$ cat config.mk
export PLATFORM = sky130hd
export DESIGN_NAME = memory_arbiter
export DESIGN_NICKNAME = d
export VERILOG_FILES = /design/src/rtl/memory_arbiter.sv
export SDC_FILE = /design/constraint.sdc
export NUM_CORES = 1
export LEC_CHECK = 0
export ABC_AREA = 1
export CAP_MARGIN = 20
export CORE_MARGIN = 8
export CORE_UTILIZATION = 30
export CTS_CLUSTER_DIAMETER = 30
export DETAILED_ROUTE_END_ITERATION = 12
export GPL_TIMING_DRIVEN = 0
export SETUP_SLACK_MARGIN = 0.05
export SLEW_MARGIN = 20
export SYNTH_ARGS = -nofsm -noshare
export SYNTH_HDL_FRONTEND = slang
export SYNTH_SLANG_ARGS = --single-unit
$ cat constraint.sdc
create_clock -name clk -period 1.45 [get_ports clk]
set_input_delay 0.29 -clock clk [delete_from_list [all_inputs] [get_ports clk]]
set_output_delay 0.29 -clock clk [all_outputs]
set_load 0.02 [all_outputs]
$ cat src/rtl/memory_arbiter.sv
// Two-port arbiter (instruction fetch / load-store) that shares one synchronous single-port RAM.
// Define MEMORY_ARBITER_ROUND_ROBIN_EN for round-robin tie-break; default is fixed ls-over-if priority.
module memory_arbiter #(
  parameter int ADDR_WIDTH = 32,
  parameter int DATA_WIDTH = 32
) (
  input  logic                  clk,
  input  logic                  rst_n,
  input  logic                  if_req,
  input  logic [ADDR_WIDTH-1:0] if_a,
  output logic                  if_ack,
  output logic                  if_rvalid,
  output logic [DATA_WIDTH-1:0] if_rdata,
  input  logic                  ls_req,
  input  logic [ADDR_WIDTH-1:0] ls_a,
  input  logic [DATA_WIDTH-1:0] ls_din,
  input  logic                  ls_rw,
  output logic                  ls_ack,
  output logic                  ls_rvalid,
  output logic [DATA_WIDTH-1:0] ls_rdata,
  output logic [ADDR_WIDTH-1:0] ram_a,
  output logic [DATA_WIDTH-1:0] ram_din,
  output logic                  ram_rw,
  input  logic [DATA_WIDTH-1:0] ram_dout,
  output logic                  busy
);

  typedef enum logic [1:0] {IDLE, ISSUE, RESP} state_t;

  state_t                state, state_d;
  logic                  win_ls, win_ls_d;   // winner of the grant in flight
  logic                  rd, rd_d;           // grant in flight is a read
  logic [ADDR_WIDTH-1:0] ram_a_d;
  logic [DATA_WIDTH-1:0] ram_din_d, if_rdata_d, ls_rdata_d;
  logic                  ram_rw_d, if_ack_d, ls_ack_d, if_rvalid_d, ls_rvalid_d;
  logic                  pick_if;
  logic                  grant;

  assign grant = (state == IDLE) && (if_req || ls_req);

`ifdef MEMORY_ARBITER_ROUND_ROBIN_EN
  logic last_ls, last_ls_d;

  // On a tie, fetch wins only if ls held the previous grant
  assign pick_if   = if_req && (!ls_req || last_ls);
  assign last_ls_d = grant ? !pick_if : last_ls;

  always_ff @(posedge clk or negedge rst_n) begin
    if (!rst_n) last_ls <= 1'b1;
    else        last_ls <= last_ls_d;
  end
`else
  assign pick_if = if_req && !ls_req;
`endif

  assign busy = (state != IDLE);

  always_comb begin
    state_d     = state;
    win_ls_d    = win_ls;
    rd_d        = rd;
    ram_a_d     = ram_a;
    ram_din_d   = ram_din;
    ram_rw_d    = 1'b0;
    if_ack_d    = 1'b0;
    ls_ack_d    = 1'b0;
    if_rvalid_d = 1'b0;
    ls_rvalid_d = 1'b0;
    if_rdata_d  = if_rdata;
    ls_rdata_d  = ls_rdata;
    case (state)
      IDLE: begin
        if (grant) begin
          win_ls_d  = !pick_if;
          ram_a_d   = pick_if ? if_a : ls_a;
          ram_din_d = ls_din;
          ram_rw_d  = !pick_if && ls_rw;
          rd_d      = pick_if || !ls_rw;
          if_ack_d  = pick_if;
          ls_ack_d  = !pick_if;
          state_d   = ISSUE;
        end
      end
      ISSUE: state_d = rd ? RESP : IDLE;
      RESP: begin
        if (win_ls) begin
          ls_rdata_d  = ram_dout;
          ls_rvalid_d = 1'b1;
        end else begin
          if_rdata_d  = ram_dout;
          if_rvalid_d = 1'b1;
        end
        state_d = IDLE;
      end
      default: state_d = IDLE;
    endcase
  end

  // Async clear of ram_rw also suppresses a write that has not reached its edge yet
  always_ff @(posedge clk or negedge rst_n) begin
    if (!rst_n) begin
      state     <= IDLE;
      win_ls    <= 1'b0;
      rd        <= 1'b0;
      ram_a     <= '0;
      ram_din   <= '0;
      ram_rw    <= 1'b0;
      if_ack    <= 1'b0;
      ls_ack    <= 1'b0;
      if_rvalid <= 1'b0;
      ls_rvalid <= 1'b0;
      if_rdata  <= '0;
      ls_rdata  <= '0;
    end else begin
      state     <= state_d;
      win_ls    <= win_ls_d;
      rd        <= rd_d;
      ram_a     <= ram_a_d;
      ram_din   <= ram_din_d;
      ram_rw    <= ram_rw_d;
      if_ack    <= if_ack_d;
      ls_ack    <= ls_ack_d;
      if_rvalid <= if_rvalid_d;
      ls_rvalid <= ls_rvalid_d;
      if_rdata  <= if_rdata_d;
      ls_rdata  <= ls_rdata_d;
    end
  end

endmodule
Word level (Yosys, flattened, before mapping)
Cells that the tools add are included.
Word-level totals
  flip-flop bits (word level): 137
  logic and storage cells: 43
  input port bits: 133
  output and inout bits: 134
Operators by class
  eq/ne operators: 3
  reduce and logical (&&, ||, !) cells: 13
  mux-type cells: 14
  bitwise gates (word level): 1
Operators with widths (number)
  $mux 32: 1
  $mux 1: 10
  $reduce_and 2->1: 3
  $mux 2: 2
  $pmux 2 s2: 1
  $logic_and 1x1->1: 3
  $logic_not 1->1: 3
  $eq 2x1->1 const B: 1
  $eq 2x2->1 const B: 1
  $logic_not 2->1: 1
  $logic_or 1x1->1: 2
  $ne 2x2->1 const B: 1
  $reduce_bool 2->1: 1
  $not 1->1: 1

Logic depth before layout (Yosys ltp)
Gate-level depths: netlist of the first run.
  depth in word-level cells: 6
  gate-level depth with buffers: 7
  mapped depth without buffers: 6

Worst setup path after synthesis of the first run
No wires, ideal clock.
  path type: register to register
  start: register state[0]
  end: register ram_din[0]
  setup time: 0.065 ns
  path slack: 0.219 ns
  path buffers: 2
  stages on the path, launching flop included: 8
  period minus slack after synthesis: 1.231 ns
  data required time: 1.385 ns
  arrival time: 1.166 ns
  cell sequence: dfrtp_1 inv_1 nand2_1 nor2_2 buf_4 buf_6 nand2_1 nand2_1
On the way
  longest elaborated chain between the ends: 3
Ends and longest elaborated chain
  start: declaration: line 30  | state_t state, state_d;
  start signal: assignment: line 115  | state <= state_d;
  $logic_not 2->1 (*): line 39, 71
  $logic_and 1x1->1: line 39  | assign grant = (state == IDLE) && (if_req || ls_req);
  $reduce_and 2->1 (no line) (*)
  end signal: assignment: line 119  | ram_din <= ram_din_d;
  end: declaration: line 22  | output logic [DATA_WIDTH-1:0] ram_din,
Every way passes the cells marked *; elsewhere a longest branch is shown, timed or not.
A chain may end at the register's enable or synchronous reset.

Worst setup path in the final report of the first run
  start: register state[1]
  end: output busy
On the way
  longest elaborated chain between the ends: 1
Ends and longest elaborated chain
  $reduce_bool 2->1: line 56  | assign busy = (state != IDLE);
  end: declaration: line 25  | output logic busy
No other way between the ends.

==> flow_metrics.py, run 1 <==
metrics = {
    "run_status": {
        "outcome": "finished, final reports clean",
    },
    "routing": {
        "drtIter0Drc": 215,
        "firstDrtPassIters": 5,
        "dr_total_vias": 5112,
        "drc": 0,
        "post_drt_wl_per_cell_um": 16.15,
        "viasPerCell": 4.354,
        "ant_nets": 0,
        "routed_wl_um": 18960,
    },
    "floorplan": {
        "pin_count": 267,
        "die_y_um": 152.1,
        "dieArea_mm2": 0.02312,
        "start_util": 0.3070,
        "core_mm2": 0.01809,
        "rows": 49,
        "die_x_um": 152.1,
    },
    "cells_and_area": {
        "layout_commonest_cell": "nand2_1",
        "syn_to_final_growth_pct": 62.87,
        "final_cell_mix": "nand2_1, dfrtp_1, clkdlybuf4s50_1, clkdlybuf4s15_2, o21ai_0",
        "utilization": 0.5000,
        "design_area_mm2": 0.009044,
        "stdcell_count": 1174,
        "nNetsFinal": 1065,
        "drive_above_1_share": 0.2169,
        "antenna_cells": 0,
    },
    "worst_setup_path": {
        "path_max_fanout": 5,
        "setup.worst_path.end": "busy",
        "start_kind": "flip-flop",
        "regToRegStartpoint": "state[0]",
        "r2r_setup_slack_ns": 0.17,
        "cp.arrival_ns": 1.13,
        "required_ns": 1.16,
        "end_kind": "primary output",
        "reg2reg_to": "ls_rdata[28]",
        "crit_start": "state[1]",
        "reg2reg_depth": 6,
        "path_class": "reg -> out",
    },
    "placement": {
        "place_congestion": 0.7821,
        "dp.cells": 1141,
        "io_buffer_count": 265,
        "pre_cts_slack_ns": -0.3714,
        "placed_cell_area_mm2": 0.008524,
        "dp_hpwl_um": 14220,
    },
    "hold_path": {
        "hold_path.class": "in -> reg",
    },
    "clock_network": {
        "numCtsBuffers": 17,
        "clk_latency_ns": 0.42,
        "numClockSinks": 137,
        "cts_tree": "built",
        "clockBufferDepth": 2,
        "h-tree-depth": 4,
        "cts_root_buf": "clkbuf_16",
        "cts.reportedPaths.clkPinSlew_ns": 0.06,
    },
    "timing": {
        "setup_viol": 0,
        "timing.setup.tns_ns": 0,
        "maxSlewHeadroom": 0.6546,
        "fmax_ghz": 0.7063,
        "tightest_slew_ns": 0.5182,
        "fin_worst_skew_ns": 0.009527,
        "finalCriticalPeriod_ns": 1.416,
        "hold_violations": 0,
        "rsz0062_at_grt": "yes",
        "slew_violations": 0,
        "fin_ws_ns": 0.03413,
        "whs_ns": 0.3209,
        "finalCritPeriodShare": 0.9765,
    },
    "grt": {
        "grt_pass1_vias": 5383,
        "grt_usage": 0.1659,
        "grt_pass1_wl_um": 30350,
        "gr-total-overflow": 0,
        "grt_max_degree": 73,
        "antenna_found_initial": 0,
    },
    "logic_synthesis": {
        "syn_area_per_cell_um2": 8.596,
        "seq_area_frac_synth": 0.6174,
        "ys_ff_latch": 137,
        "ys_types": 14,
        "syn-instance-count": 646,
        "yosysWarnings": 0,
        "syn_nets": 779,
        "syn-cell-area_mm2": 0.005553,
    },
    "power_and_ir_drop": {
        "p_total_mw": 19.76,
        "leakagePower_nw": 4.590,
        "power.density_mw_per_mm2": 2185,
        "vdd_drop_max_v": 0.0007847,
    },
    "job": {
        "maxCapViolCount": 0,
    },
}
metal layers:
metal,global-route usage,part of all wire
met5,0,0
met2,0.2599,0.45
met1,0.1994,0.44
met4,0.05378,0.013
met3,0.07601,0.096
critical path, stage by stage, from the launching register on:
cell	delay [ns]
dfrtp_2	0.43
inv_2	0.07
nand2_4	0.07
buf_6	0.14
Yosys cell counts:
library cell  number  share of area
a21oi_1            1        0.00090
buf_2             19          0.017
nand3_1           34          0.031
dfrtp_1          137           0.62
inv_1             40          0.027
clkbuf_1           9         0.0061
buf_4              5         0.0068
o21ai_4            1         0.0029
nand2_2            1         0.0011
buf_6              4         0.0081
nor2_1             7         0.0047
nor2_2             1         0.0011
nand2_1          323           0.22
o21ai_0           64          0.058
worst min-delay path by stage:
stage	startpoint	end	slack, ns	depth (start not counted)
global route	if_req	ram_a[31]	0.33	5
finish	if_req	ram_a[0]	0.32	5
detailed placement	rst_n	if_rdata[21]	0.28	1
global placement	ram_din[5]	ram_din[5]	0.45	2
floorplan	rst_n	if_ack	-0.006	0
CTS	if_req	ram_a[0]	0.30	5
state kept, by name, indices dropped and copies added, names as in the netlist, 2 cells and up:
| name | count |
|---|---|
| if_rdata | 32 |
| ls_rdata | 32 |
| ram_a | 32 |
| ram_din | 32 |
| state | 2 |
report_power, final:
group          internal, mW  total [mW]  switching [mW]
Sequential             5.66        6.63           0.970
Combinational          3.56        8.98            5.41
Clock                  2.50        4.15            1.66
cell families after synthesis:
family,Yosys count,share of synthesized area
AOI/OAI and AO/OA,66,0.06151
buffers and inverters,77,0.06512
DFF,137,0.6174
and+or+nand+nor,366,0.2560
area by class of cell:
type	instances	area, µm²
plain buffers	37	230.2
clock buffers	22	474.2
clock inverters	10	91.34
fillers	1786	9042
inverters	40	150.1
multi-input cells	432	1770
flip-flops and latches	137	3430
well taps	229	286.5
repair buffers	267	2611
what timing repair did:
action | in CTS | in global routing
buffers inserted | 0 | 0
hold buffers | 1 | 0
pin swaps | 1 | 1
hold endpoints to repair | 65 | 0
gates resized for setup | 395 | 57
setup endpoints to repair | 182 | 91
No activity file was read; power rests on OpenSTA's default activity.
==> run 2: changes to the inputs <==
Settings changed: CORE_UTILIZATION 30 to 41, PLACE_DENSITY set to 0.81, SLEW_MARGIN 20 to unset.
==> flow_metrics.py, run 2 (same netlist as run 1, synthesis figures left out) <==
metrics = {
    "power_and_ir_drop": {
        "p_total_mw": 19.64,
        "vdd_drop_max_v": 0.001135,
        "leakagePower_nw": 4.604,
        "p_comb_frac": 0.450,
        "power.switching_mw": 8.037,
        "swShare": 0.4092,
        "pwr-share-clk": 0.208,
        "power.density_mw_per_mm2": 2224,
        "seqPwrFrac": 0.341,
        "internal_power_mw": 11.61,
    },
    "timing": {
        "maxSlewHeadroom": 0.6309,
        "finalCriticalPeriod_ns": 1.410,
        "fin_ws_ns": 0.03995,
        "fin_worst_skew_ns": 0.006123,
        "rsz0062_at_grt": "yes",
        "whs_ns": 0.3172,
        "finalCritPeriodShare": 0.9724,
        "fmax_ghz": 0.7092,
        "slew_violations": 0,
        "timing.setup.tns_ns": 0,
        "setup_viol": 0,
        "tightest_slew_ns": 0.5536,
        "hold_violations": 0,
    },
    "worst_setup_path": {
        "cpPeakStageDelay_ns": 0.41,
        "cp.arrival_ns": 1.12,
        "end_kind": "primary output",
        "cp_slowest_cell": "dfrtp_1",
        "required_ns": 1.16,
        "path_max_fanout": 4,
        "path_class": "reg -> out",
        "crit_chain": "inv_1 -> nand2_4 -> buf_6",
        "cp_top_family": "flip-flops",
        "start_kind": "flip-flop",
        "path_buf_inv": 2,
    },
    "routing": {
        "viasPerCell": 4.732,
        "drc": 0,
        "routed_wl_um": 18640,
        "drtIter0Drc": 239,
        "firstDrtPassIters": 4,
        "ant_nets": 0,
        "post_drt_wl_per_cell_um": 16.66,
        "dr_total_vias": 5295,
    },
    "clock_network": {
        "clk_latency_ns": 0.41,
        "clockBufferDepth": 2,
        "cts_root_buf": "clkbuf_16",
        "cts_tree": "built",
        "cts.reportedPaths.clkPinSlew_ns": 0.05,
        "numClockSinks": 137,
        "h-tree-depth": 4,
        "numCtsBuffers": 17,
    },
    "placement": {
        "dp_hpwl_um": 14020,
        "placed_cell_area_mm2": 0.008454,
        "pre_cts_slack_ns": -0.4166,
        "io_buffer_count": 265,
        "dp.cells": 1088,
        "place_congestion": 0.8043,
    },
    "floorplan": {
        "dieArea_mm2": 0.01752,
        "pin_count": 267,
        "core_mm2": 0.01324,
        "rows": 42,
        "start_util": 0.4193,
        "die_x_um": 132.4,
        "die_y_um": 132.4,
    },
    "grt": {
        "antenna_found_initial": 1,
        "grt_usage": 0.2176,
        "gr-total-overflow": 0,
        "grt_max_degree": 81,
        "grt_pass1_vias": 5565,
        "grt_pass1_wl_um": 30070,
    },
    "hold_path": {
        "hold_path.class": "in -> reg",
    },
    "cells_and_area": {
        "stdcell_count": 1119,
        "nNetsFinal": 1066,
        "fill_cells": 1095,
        "syn_to_final_growth_pct": 59.08,
        "drive_above_1_share": 0.2078,
        "antenna_cells": 0,
        "layout_commonest_cell": "nand2_1",
        "design_area_mm2": 0.008833,
        "final_cell_mix": "nand2_1, dfrtp_1, clkdlybuf4s50_1, clkdlybuf4s15_2, clkbuf_2",
        "utilization": 0.6670,
    },
    "run_status": {
        "outcome": "finished, final reports clean",
    },
    "job": {
        "maxCapViolCount": 0,
    },
}
## run 2: cell count changes in the layout (fill, tap and decap cells not counted), moves of 5 or more
| cell | change |
|---|---|
| clkbuf_2 | +35 |
| clkdlybuf4s15_2 | -28 |
| buf_2 | -16 |
| buf_4 | +6 |
| clkdlybuf4s15_1 | +5 |
## run 2: layout make-up
| class | instances | area (µm²) | share of cell area |
|---|---|---|---|
| well taps | 176 | 220.2 | 0.02493 |
| inverters | 40 | 150.1 | 0.01700 |
| repair buffers | 268 | 2471 | 0.2797 |
| clock buffers | 21 | 460.4 | 0.05212 |
| flip-flops and latches | 137 | 3428 | 0.3881 |
| clock inverters | 8 | 96.34 | 0.01091 |
| plain buffers | 37 | 234.0 | 0.02649 |
| multi-input cells | 432 | 1773 | 0.2007 |
## run 2: path summary, 6_finish.rpt
kind | from | endpoint | slack [ns] | depth (start not counted)
min in group asynchronous | rst_n | ram_din[31] | 0.41 | 2
max in group asynchronous | rst_n | ram_din[2] | 0.28 | 3
worst max-delay path | state[1] | busy | 0.04 | 3
worst min-delay path | ls_req | ls_ack | 0.32 | 3
worst min register to register | ram_din[0] | ram_din[0] | 0.47 | 2
worst max register to register | state[0] | if_rdata[7] | 0.12 | 6
## run 2: layer usage
metal | routed length [µm] | track usage | vias to the layer above
met2 | 9003 | 0.3560 | 224
met1 | 7416 | 0.2502 | 2480
met3 | 1879 | 0.09032 | 26
met5 | 8 | 0 | -
li1 | - | - | 2563
met4 | 334 | 0.07950 | 2
## run 2: power groups by stage
stage / Sequential [mW] / Clock, mW / Combinational (mW)
finish: 6.70 / 4.10 / 8.85
global route: 6.91 / 4.36 / 9.67
CTS: 6.69 / 4.19 / 9.25
detailed placement: 6.69 / 0 / 9.90
global placement: 6.64 / 0 / 9.72
floorplan: 8.81 / 0 / 2.53
## run 2: what timing repair did
action,CTS,global route
endpoints found under the setup margin,169,123
gates cloned,0,0
hold endpoints to repair,57,0
resized for setup,346,89
hold buffers,1,0
setup buffers,0,1
## run 2: worst min-delay path, cell delays in order
cell and delay, ns:
dlymetal6s2s_1 0.19, nand2_1 0.15, inv_1 0.05
==> run 3: changes to the inputs <==
Settings changed: CORE_MARGIN 8 to 5.
==> flow_metrics.py, run 3 (same netlist as run 1, synthesis figures left out) <==
metrics = {
    "timing": {
        "finalCriticalPeriod_ns": 1.427,
        "whs_ns": 0.3140,
        "finalCritPeriodShare": 0.9843,
        "tightest_slew_ns": 0.5784,
        "fin_ws_ns": 0.02274,
        "fmax_ghz": 0.7006,
        "maxSlewHeadroom": 0.6144,
        "fin_worst_skew_ns": 0.006205,
        "hold_violations": 0,
        "rsz0062_at_grt": "yes",
        "setup_viol": 0,
        "slew_violations": 0,
    },
    "cells_and_area": {
        "antenna_cells": 0,
        "layout_commonest_cell": "nand2_1",
        "final_cell_mix": "nand2_1, dfrtp_1, clkdlybuf4s50_1, clkdlybuf4s15_2, o21ai_0",
        "nNetsFinal": 1065,
        "drive_above_1_share": 0.1930,
        "syn_to_final_growth_pct": 61.00,
        "stdcell_count": 1119,
    },
    "worst_setup_path": {
        "start_kind": "flip-flop",
        "path_max_fanout": 5,
        "r2r_setup_slack_ns": 0.14,
        "cp.arrival_ns": 1.14,
        "cpPeakStageDelay_ns": 0.43,
        "required_ns": 1.16,
        "reg2reg_depth": 6,
        "crit_chain": "inv_2 -> nand2_4 -> buf_6",
        "regToRegStartpoint": "state[0]",
        "reg2reg_to": "ls_rdata[28]",
        "path_class": "reg -> out",
        "cp_slowest_cell": "dfrtp_2",
        "end_kind": "primary output",
    },
    "clock_network": {
        "numClockSinks": 137,
        "numCtsBuffers": 17,
        "cts_tree": "built",
        "cts.reportedPaths.clkPinSlew_ns": 0.06,
        "cts_root_buf": "clkbuf_16",
        "post_cts_buffers": 0,
        "h-tree-depth": 4,
        "clockBufferDepth": 2,
        "clk_latency_ns": 0.42,
    },
    "floorplan": {
        "pin_count": 267,
        "die_y_um": 126.4,
        "start_util": 0.4193,
        "rows": 42,
        "die_x_um": 126.4,
        "core_mm2": 0.01324,
        "dieArea_mm2": 0.01597,
    },
    "routing": {
        "post_drt_wl_per_cell_um": 15.78,
        "drc": 0,
        "firstDrtPassIters": 4,
        "ant_nets": 0,
        "drtIter0Drc": 242,
        "dr_total_vias": 5224,
        "routed_wl_um": 17660,
        "viasPerCell": 4.668,
    },
    "power_and_ir_drop": {
        "seqPwrFrac": 0.341,
        "vdd_drop_max_v": 0.001021,
        "swShare": 0.4046,
        "internal_power_mw": 11.75,
        "power.density_mw_per_mm2": 2207,
        "power.switching_mw": 7.983,
        "leakagePower_nw": 4.595,
        "p_total_mw": 19.73,
        "pwr-share-clk": 0.210,
        "p_comb_frac": 0.449,
    },
    "hold_path": {
        "whs_path_depth": 4,
        "hold_end": "ram_a[2]",
        "hold_start": "if_req",
        "hold_path.class": "in -> reg",
    },
    "run_status": {
        "outcome": "finished, final reports clean",
    },
    "placement": {
        "dp.cells": 1088,
        "place_congestion": 0.8344,
        "pre_cts_slack_ns": -0.3857,
        "dp_hpwl_um": 13070,
        "io_buffer_count": 265,
    },
    "grt": {
        "grt_max_degree": 78,
        "grt_pass1_vias": 5301,
        "grt_usage": 0.2195,
        "grt_pass1_wl_um": 27480,
        "antenna_found_initial": 0,
        "gr-total-overflow": 0,
    },
    "job": {
        "maxCapViolCount": 0,
    },
}
[run 3: cell count changes in the layout (fill, tap and decap cells not counted), moves of 2 or more]
cell	before	now
clkbuf_2	59	39
clkdlybuf4s15_1	6	21
clkdlybuf4s15_2	64	71
buf_4	11	9
clkinv_4	0	2
[run 3: metrics by stage]
stage | instance area [µm²] | setup TNS (ns) | utilization
after global routing | 8940 | -0.02577 | 0.6751
after global placement | 8426 | -751.76 | 0.6362
after detailed placement | 8454 | -18.10 | 0.6384
after floorplan | 5553 | 0 | -
final | 8940 | 0 | 0.6751
after CTS | 9109 | -0.005328 | 0.6878
[run 3: final cells by class]
type,instances,area (µm²)
sequential,137,3430
buffer,37,231.5
clock buffer,22,464.2
timing repair buffer,267,2576
tap,176,220.2
inverter,40,150.1
multi-input combinational,432,1770
fill,1096,4303
clock inverter,8,97.59
[run 3: metal layers]
layer / vias to the layer above / wire length [µm] / GRT usage
li1: 2558 / - / -
met1: 2431 / 6793 / 0.2541
met2: 216 / 8752 / 0.3780
met3: 19 / 1854 / 0.08365
met4: 0 / 255 / 0.06751
met5: - / 0 / 0
[run 3: how the worst max path moves through the flow]
stage               depth (start not counted)  slack (ns)      from          to
global route                                3       -0.03  state[0]        busy
global placement                            1       -5.37     rst_n   ram_a[20]
CTS                                         3      -0.005  state[0]        busy
finish                                      3        0.02  state[1]        busy
floorplan                                   7        0.22  state[0]  ram_din[0]
detailed placement                          6       -0.39    ls_req      win_ls
[run 3: worst max-delay path: cells and delay by family (launching register included)]
family | cells | cell delay, ns
buf+inv | 2 | 0.21
flops | 1 | 0.43
simple gates | 1 | 0.07
[run 3: power groups by stage]
stage / clock [mW] / combinational, mW / sequential (mW)
final: 4.14 / 8.86 / 6.73
after global routing: 4.34 / 9.64 / 6.95
after CTS: 4.19 / 9.20 / 6.72
after detailed placement: 0 / 9.81 / 6.71
after global placement: 0 / 9.63 / 6.66
after floorplan: 0 / 2.53 / 8.81
[run 3: what timing repair did]
action / in CTS / in global routing
gates resized for setup: 359 / 57
hold buffers: 1 / 0
endpoints found under the hold margin: 60 / 0
pin swaps: 1 / 1
endpoints found under the setup margin: 195 / 106
gates cloned: 0 / 0
